===== src/rtl/hw_bench_ts_collector.sv =====
// Pairs command and status timestamps in order and emits their latency on an AXI4-Stream result port.
// Optional statistics (count/min/max/sum plus clear) are built only when HW_BENCH_TS_STATS_EN is defined.
module hw_bench_ts_collector #(
  parameter int C_TS_WIDTH   = 64,
  parameter int C_DEPTH_LOG2 = 5
) (
  input  logic                      ap_clk,
  input  logic                      ap_rst_n,
  input  logic                      cmdTs_tvalid,
  output logic                      cmdTs_tready,
  input  logic [C_TS_WIDTH-1:0]     cmdTs_tdata,
  input  logic                      cmdTs_tlast,
  input  logic                      stsTs_tvalid,
  output logic                      stsTs_tready,
  input  logic [C_TS_WIDTH-1:0]     stsTs_tdata,
  input  logic                      stsTs_tlast,
  output logic                      res_tvalid,
  input  logic                      res_tready,
  output logic [C_TS_WIDTH-1:0]     res_tdata,
  output logic [C_TS_WIDTH/8-1:0]   res_tkeep,
  output logic                      res_tlast,
  input  logic                      clear,
  output logic [C_DEPTH_LOG2:0]     outstanding,
  output logic [31:0]               stat_count,
  output logic [C_TS_WIDTH-1:0]     stat_min,
  output logic [C_TS_WIDTH-1:0]     stat_max,
  output logic [C_TS_WIDTH-1:0]     stat_sum
);

  localparam int unsigned DEPTH = 1 << C_DEPTH_LOG2;
  localparam logic [C_DEPTH_LOG2-1:0] PTR_ONE = {{(C_DEPTH_LOG2-1){1'b0}}, 1'b1};
  localparam logic [C_DEPTH_LOG2:0]   CNT_ONE = {{C_DEPTH_LOG2{1'b0}}, 1'b1};

  logic [C_TS_WIDTH-1:0]   pending_mem [DEPTH];
  logic [C_DEPTH_LOG2-1:0] wr_ptr;
  logic [C_DEPTH_LOG2-1:0] rd_ptr;
  logic [C_DEPTH_LOG2:0]   count_next;
  logic                    cmd_ready_q;
  logic                    empty;
  logic                    push;
  logic                    pop;
  logic [C_TS_WIDTH-1:0]   latency;

  assign empty        = (outstanding == '0);
  assign cmdTs_tready = cmd_ready_q;
  assign stsTs_tready = !empty && (!res_tvalid || res_tready);
  assign push         = cmdTs_tvalid && cmdTs_tready;
  assign pop          = stsTs_tvalid && stsTs_tready;
  assign latency      = stsTs_tdata - pending_mem[rd_ptr];
  assign res_tkeep    = '1;
  assign res_tlast    = 1'b1;

  always_comb begin
    count_next = outstanding;
    if (push && !pop)
      count_next = outstanding + CNT_ONE;
    else if (pop && !push)
      count_next = outstanding - CNT_ONE;
  end

  always_ff @(posedge ap_clk) begin
    if (push)
      pending_mem[wr_ptr] <= cmdTs_tdata;
  end

  // Ready is registered from the next occupancy, so a pop while full frees a slot one cycle later.
  always_ff @(posedge ap_clk) begin
    if (!ap_rst_n) begin
      wr_ptr      <= '0;
      rd_ptr      <= '0;
      outstanding <= '0;
      cmd_ready_q <= 1'b0;
    end else begin
      if (push)
        wr_ptr <= wr_ptr + PTR_ONE;
      if (pop)
        rd_ptr <= rd_ptr + PTR_ONE;
      outstanding <= count_next;
      cmd_ready_q <= !count_next[C_DEPTH_LOG2];
    end
  end

  always_ff @(posedge ap_clk) begin
    if (!ap_rst_n) begin
      res_tvalid <= 1'b0;
      res_tdata  <= '0;
    end else if (pop) begin
      res_tvalid <= 1'b1;
      res_tdata  <= latency;
    end else if (res_tready) begin
      res_tvalid <= 1'b0;
    end
  end

`ifdef HW_BENCH_TS_STATS_EN
  logic [31:0]           cnt_base;
  logic [C_TS_WIDTH-1:0] min_base;
  logic [C_TS_WIDTH-1:0] max_base;
  logic [C_TS_WIDTH-1:0] sum_base;
  logic                  unused_tlast;

  assign unused_tlast = cmdTs_tlast ^ stsTs_tlast;

  // A clear coinciding with a pop folds the new sample into freshly cleared statistics.
  always_comb begin
    cnt_base = clear ? '0 : stat_count;
    min_base = clear ? '1 : stat_min;
    max_base = clear ? '0 : stat_max;
    sum_base = clear ? '0 : stat_sum;
  end

  always_ff @(posedge ap_clk) begin
    if (!ap_rst_n) begin
      stat_count <= '0;
      stat_min   <= '1;
      stat_max   <= '0;
      stat_sum   <= '0;
    end else if (pop) begin
      stat_count <= (cnt_base == 32'hFFFF_FFFF) ? cnt_base : cnt_base + 32'd1;
      stat_min   <= (latency < min_base) ? latency : min_base;
      stat_max   <= (latency > max_base) ? latency : max_base;
      stat_sum   <= sum_base + latency;
    end else if (clear) begin
      stat_count <= '0;
      stat_min   <= '1;
      stat_max   <= '0;
      stat_sum   <= '0;
    end
  end
`else
  logic unused_inputs;

  assign unused_inputs = cmdTs_tlast ^ stsTs_tlast ^ clear;
  assign stat_count    = '0;
  assign stat_min      = '0;
  assign stat_max      = '0;
  assign stat_sum      = '0;
`endif

endmodule


===== config.mk =====
export PLATFORM = sky130hd
export DESIGN_NAME = hw_bench_ts_collector
export DESIGN_NICKNAME = d
export VERILOG_FILES = /design/src/rtl/hw_bench_ts_collector.sv
export SDC_FILE = /design/constraint.sdc
export NUM_CORES = 2
export LEC_CHECK = 0
export BUFFER_PORTS_ARGS = -buffer_cell sky130_fd_sc_hd__buf_4
export CORE_ASPECT_RATIO = 1.4
export CORE_MARGIN = 4
export CORE_UTILIZATION = 60
export CTS_CLUSTER_DIAMETER = 50
export DETAILED_ROUTE_END_ITERATION = 8
export PLACE_DENSITY = 0.78
export SKIP_CTS_REPAIR_TIMING = 1
export SLEW_MARGIN = 20
export SYNTH_ARGS = -nofsm -noshare
export SYNTH_HDL_FRONTEND = slang
export SYNTH_SLANG_ARGS = --single-unit

===== constraint.sdc =====
create_clock -name ap_clk -period 8.4 [get_ports ap_clk]
set_input_delay 1.26 -clock ap_clk [delete_from_list [all_inputs] [get_ports ap_clk]]
set_output_delay 1.26 -clock ap_clk [all_outputs]
set_load 0.02 [all_outputs]

# Yosys cells after proc, flatten, opt, wreduce, memory -nomap -nowiden
# Memories as Yosys holds them, arrays and structs flattened. A register that Yosys moved wholly into a read port is not among the register bits.
# Index checks and enable logic that the tools add are counted.
# word_totals
latch_bits	0
mem_bits_rw	2048
output_inout_bits	306
mem_count	1
reg_bits	82
in_bits	136
word_cells	35
romBits	0
# op_classes
bitwise_logic	0
div	0
n_eq_ne	0
shift	0
magnitude_cmp	0
reduce_logical	14
muxes	8
addsub	5
n_mul	0
# mem_list
memory	depth	word_bits	rd	rd_clocked_by_memory_dff	wr	line_no	rtl
pending_mem	32	64	1	1	1	34	logic [C_TS_WIDTH-1:0] pending_mem [DEPTH];
# op_table
op	n
$sub 64x64->64	1
$mux 6	2
$add 5x1->5 const B	2
$mux 5	2
$add 6x1->6 const B	1
$logic_not 6->1	1
$sub 6x1->6 const B	1
$logic_and 1x1->1	5
$logic_not 1->1	5
$mux 1	4
$reduce_bool 2->1	2
$logic_or 1x1->1	1

# Longest topological paths before layout
# depth
word_depth	8
ltp_mapped	19
ltp_nobuf	15

# Least setup slack after synthesis
# Ideal clock, no wire load.
# synth_timing
path_kind	input-to-reg
startpoint	input port cmdTs_tvalid
endpoint	memory pending_mem[23][0], enable pin
stages	4
setup_time_ps	578
arrival_ps	6339
path_buffers	0
t_required_ps	7822
slack_ps	1483
cell_sequence	nand2_1 inv_2 nand3_1 nor3b_1
# synth_via
elab_chain_len	3
# synth_rtl
element	line_no	rtl
start: declaration	9	input logic cmdTs_tvalid,
$logic_and 1x1->1	47	assign push = cmdTs_tvalid && cmdTs_tready;
via push	40	logic push;
$mux 1	62	if (push)
$mux 1 (implied by the code)	63	pending_mem[wr_ptr] <= cmdTs_tdata;
end: declaration	34	
# The timed path passes the listed nets, and every way through them passes these cells.

==> results.tsv <==
stage	metric	value	unit
power	Power per Cell Area	262	nW/um2
clock_tree	count of clock tree sinks	2135	
sta	worst setup skew after layout	0.0428	ns
final_layout	final layout net count	4623	
placed_design	Final GP Congestion	0.918	
power	Max IR drop VDD	0.305	mV
synthesis	most numerous cell types in the synthesized netlist	sky130_fd_sc_hd__edfxtp_1 (2,048), sky130_fd_sc_hd__mux4_2 (639), sky130_fd_sc_hd__buf_4 (233)	
hold_path	type of the worst min-delay path	reg -> reg	
setup_path	required time of the critical path	9.07	ns
detailed_routing	number of vias in the routed layout	44100	
grt	number of antenna violations at the first check in global routing	16	
final_layout	Syn-to-layout area delta	11.3	%
grt	wire length of the first global-routing pass	326	mm
sta	final critical-path setup slack	1.62	ns
clock_tree	worst-case clock buffer depth	3	
final_layout	cell area after layout	95900	um2
sta	Max Clk Rate	148	MHz
synthesis	Top FF cell, synth	sky130_fd_sc_hd__edfxtp_1	
hold_path	HP Start	res_tdata[9]	
sta	Worst Tran Pin Value	1.15	ns
synthesis	most frequent cell after synthesis	sky130_fd_sc_hd__edfxtp_1	
detailed_routing	residual DRC count	0	
synthesis	average cell area after synthesis	20.9	um2
grt	pin count of the biggest net entering global routing	93	
setup_path	data arrival time of the critical path	7.44	ns
synthesis	cell area after synthesis	86100	um2
sta	final hold vios	0	
die	starting density of the core	0.604	
clock_tree	number of CTS-inserted buffers	184	
power	Logic pwr share	0.173	
synthesis	largest area contributor in the synthesized netlist	sky130_fd_sc_hd__edfxtp_1	
synthesis	async set-or-reset flop fraction in the synthesized netlist	0	
sta	final clock period utilization by the worst path	0.807	
synthesis	sequential-to-total area share from yosys stat	0.734	
die	area of the placeable core	143000	um2
sta	setup repair after global routing missed its margin	false	
final_layout	area of combinational cells with multiple inputs	21300	um2
grt	Total GRT Usage	0.311	
setup_path	startpoint type of the worst setup path	flip-flop	
power	share of power burned in the clock network	0.345	
synthesis	post-synth top area share	0.714	
synthesis	count of different cell masters after synthesis	68	
power	switching power total	6.68	mW
detailed_routing	number of nets still failing antenna checks after routing	0	
clock_tree	CTS root buffer	sky130_fd_sc_hd__clkbuf_16	
placed_design	number of port buffers	205	
setup_path	Critical Path, Cell by Cell	buf_12, mux4_2, mux4_2, mux2i_1, inv_1, fa_1, nand2b_1, a21oi_1, o31ai_1, a31oi_1, a211oi_1, o31ai_2, a21oi_2, o41ai_2, xnor2_1, o21ai_1	
setup_path	Critical-path top delay cell	sky130_fd_sc_hd__dfxtp_4	
detailed_routing	Routed WL	231	mm
clock_tree	source-to-sink clock delay at the later pin of the worst-skew pair	0.84	ns
clock_tree	clock transition at the registers of the reported paths	0.07	ns
outcome	run status	finished clean	
placed_design	placed wire-length estimate	124	mm
grt	number of global-route vias before repair	43900	
sta	TNS Setup	0	ns
power	switching power share of the total	0.266	
power	Seq pwr share	0.482	
detailed_routing	First DRT Iteration DRCs	6531	
detailed_routing	Via-to-Cell Ratio	6.80	
placed_design	post-detailed-placement cell area	89700	um2
clock_tree	CTS tree	done	
clock_tree	number of H-tree branching levels	4	
die	die span in x	328	um
setup_path	Worst path max stage delay	0.85	ns
grt	overall overflow remaining after global route	0	
job	max-cap violation count	0	
die	standard-cell rows	164	
sta	max-slew violation count	0	
sta	relative slew slack	0.235	
final_layout	share of cells above drive strength 1	0.279	
die	die outline area	150000	um2
power	Power Internal	18.4	mW
power	static power due to leakage	30.1	nW
setup_path	Most Frequent Cell on Critical Path	sky130_fd_sc_hd__mux4_2	
setup_path	CP Max Fanout	54	
die	IO Count	442	
die	height of the die	456	um
final_layout	Filler Cell Count	8539	
synthesis	number of enable flip-flop cells after synthesis	2048	
synthesis	Mapped Cells	4117	
sta	time the final worst path needs with I/O delays and setup	6.78	ns
setup_path	critical path type	reg -> reg	
synthesis	post-synthesis sequential element count	2135	
synthesis	most area-consuming cells after synthesis	sky130_fd_sc_hd__edfxtp_1 (71%), sky130_fd_sc_hd__mux4_2 (17%), sky130_fd_sc_hd__buf_4 (2.0%), sky130_fd_sc_hd__dfxtp_1 (2.0%), sky130_fd_sc_hd__ha_1 (1.1%)	
setup_path	crit end category	flip-flop	
detailed_routing	Pre-antenna DRT Iters	8	
final_layout	Seq. cell area	63300	um2
placed_design	worst slack, placed	1.90	ns
sta	final setup vio count	0	
synthesis	number of warning messages in the yosys log	0	
power	post-layout total power	25.1	mW
detailed_routing	WL per Instance	35.6	um
[registers in the layout (all words and copies together), names as in the netlist, named ones only]
name,count
cmdTs_tready,1
outstanding,6
pending_mem,2048
rd_ptr,5
res_tdata,64
res_tvalid,1
wr_ptr,5
[area by class of cell]
type | count | share of cell area
repair buffers | 302 | 0.0271
diodes | 13 | 0.000339
clock buffers | 233 | 0.0515
well taps | 1909 | 0.0249
flip-flops and latches | 2135 | 0.660
inverters | 28 | 0.00110
clock inverters | 108 | 0.0123
multi-input cells | 1756 | 0.223
[worst max-delay path: cells and delay by family (launching register included)]
family	cells	cell delay [ns]
adder cells (fa/ha/maj)	1	0.41
XOR/XNOR	1	0.20
AO/OA/AOI/OAI	8	2.88
multiplexers	3	1.45
flip-flops	1	0.85
AND/OR/NAND/NOR	1	0.20
buffers and inverters	2	0.54
[final timing paths]
check / endpoint / slack (ns) / cells after the start
worst max register to register: res_tdata[52] / 1.62 / 16
worst min-delay path: res_tdata[9] / 0.45 / 2
worst max-delay path: res_tdata[52] / 1.62 / 16
worst min register to register: res_tdata[9] / 0.45 / 2
[metal layers]
layer | wire length (um) | GRT usage | vias up
met1 | 77200 | 0.404 | 22800
met4 | 11200 | 0.135 | 4
li1 | - | - | 17200
met5 | 23 | 0 | -
met3 | 29300 | 0.0919 | 561
met2 | 113000 | 0.496 | 3567
[cells by family (layout without fill, tap and decap cells)]
group           count (synthesis)  count (layout)  synth area share
compound gates                308             308            0.0225
xor+xnor                       62              62           0.00631
fa+ha+maj                      80              80            0.0117
buf+inv                       457             671            0.0306
flops                        2135            2135             0.734
mux                           713             713             0.176
other cells                     2             246         0.0000872
simple gates                  360             360            0.0186
[cells in the final DEF (no fill, tap or decap), types with 28 or more instances in the layout]
cell type	instances
sky130_fd_sc_hd__a21o_1	42
sky130_fd_sc_hd__a21oi_1	114
sky130_fd_sc_hd__buf_4	276
sky130_fd_sc_hd__clkbuf_1	36
sky130_fd_sc_hd__clkbuf_16	186
sky130_fd_sc_hd__clkinv_1	32
sky130_fd_sc_hd__clkinv_2	30
sky130_fd_sc_hd__conb_1	233
sky130_fd_sc_hd__dfxtp_1	82
sky130_fd_sc_hd__edfxtp_1	2048
sky130_fd_sc_hd__ha_1	79
sky130_fd_sc_hd__mux2i_1	73
sky130_fd_sc_hd__mux4_2	639
sky130_fd_sc_hd__nand2_1	142
sky130_fd_sc_hd__nor2_1	83
sky130_fd_sc_hd__nor2_4	30
sky130_fd_sc_hd__o21ai_0	56
sky130_fd_sc_hd__xnor2_1	34
sky130_fd_sc_hd__xor2_1	28
[power groups by stage]
stage	registers, mW	clock network (mW)	logic (mW)
4_1_cts	12.1	8.74	4.30
2_1_floorplan	12.4	0	2.72
3_5_place_dp	12.3	0	4.24
6_report	12.1	8.67	4.35
5_1_grt	12.1	9.22	4.61
3_3_place_gp	12.3	0	4.19
[per-stage QoR]
step,instances,utilization,hold slack [ns]
after floorplan,4348,-,0.468
after global placement,6127,0.628,0.443
after detailed placement,6129,0.629,0.446
after CTS,6470,0.672,0.457
after global routing,6481,0.672,0.470
final,6484,0.672,0.453
(Power assumes the default switching activity.)
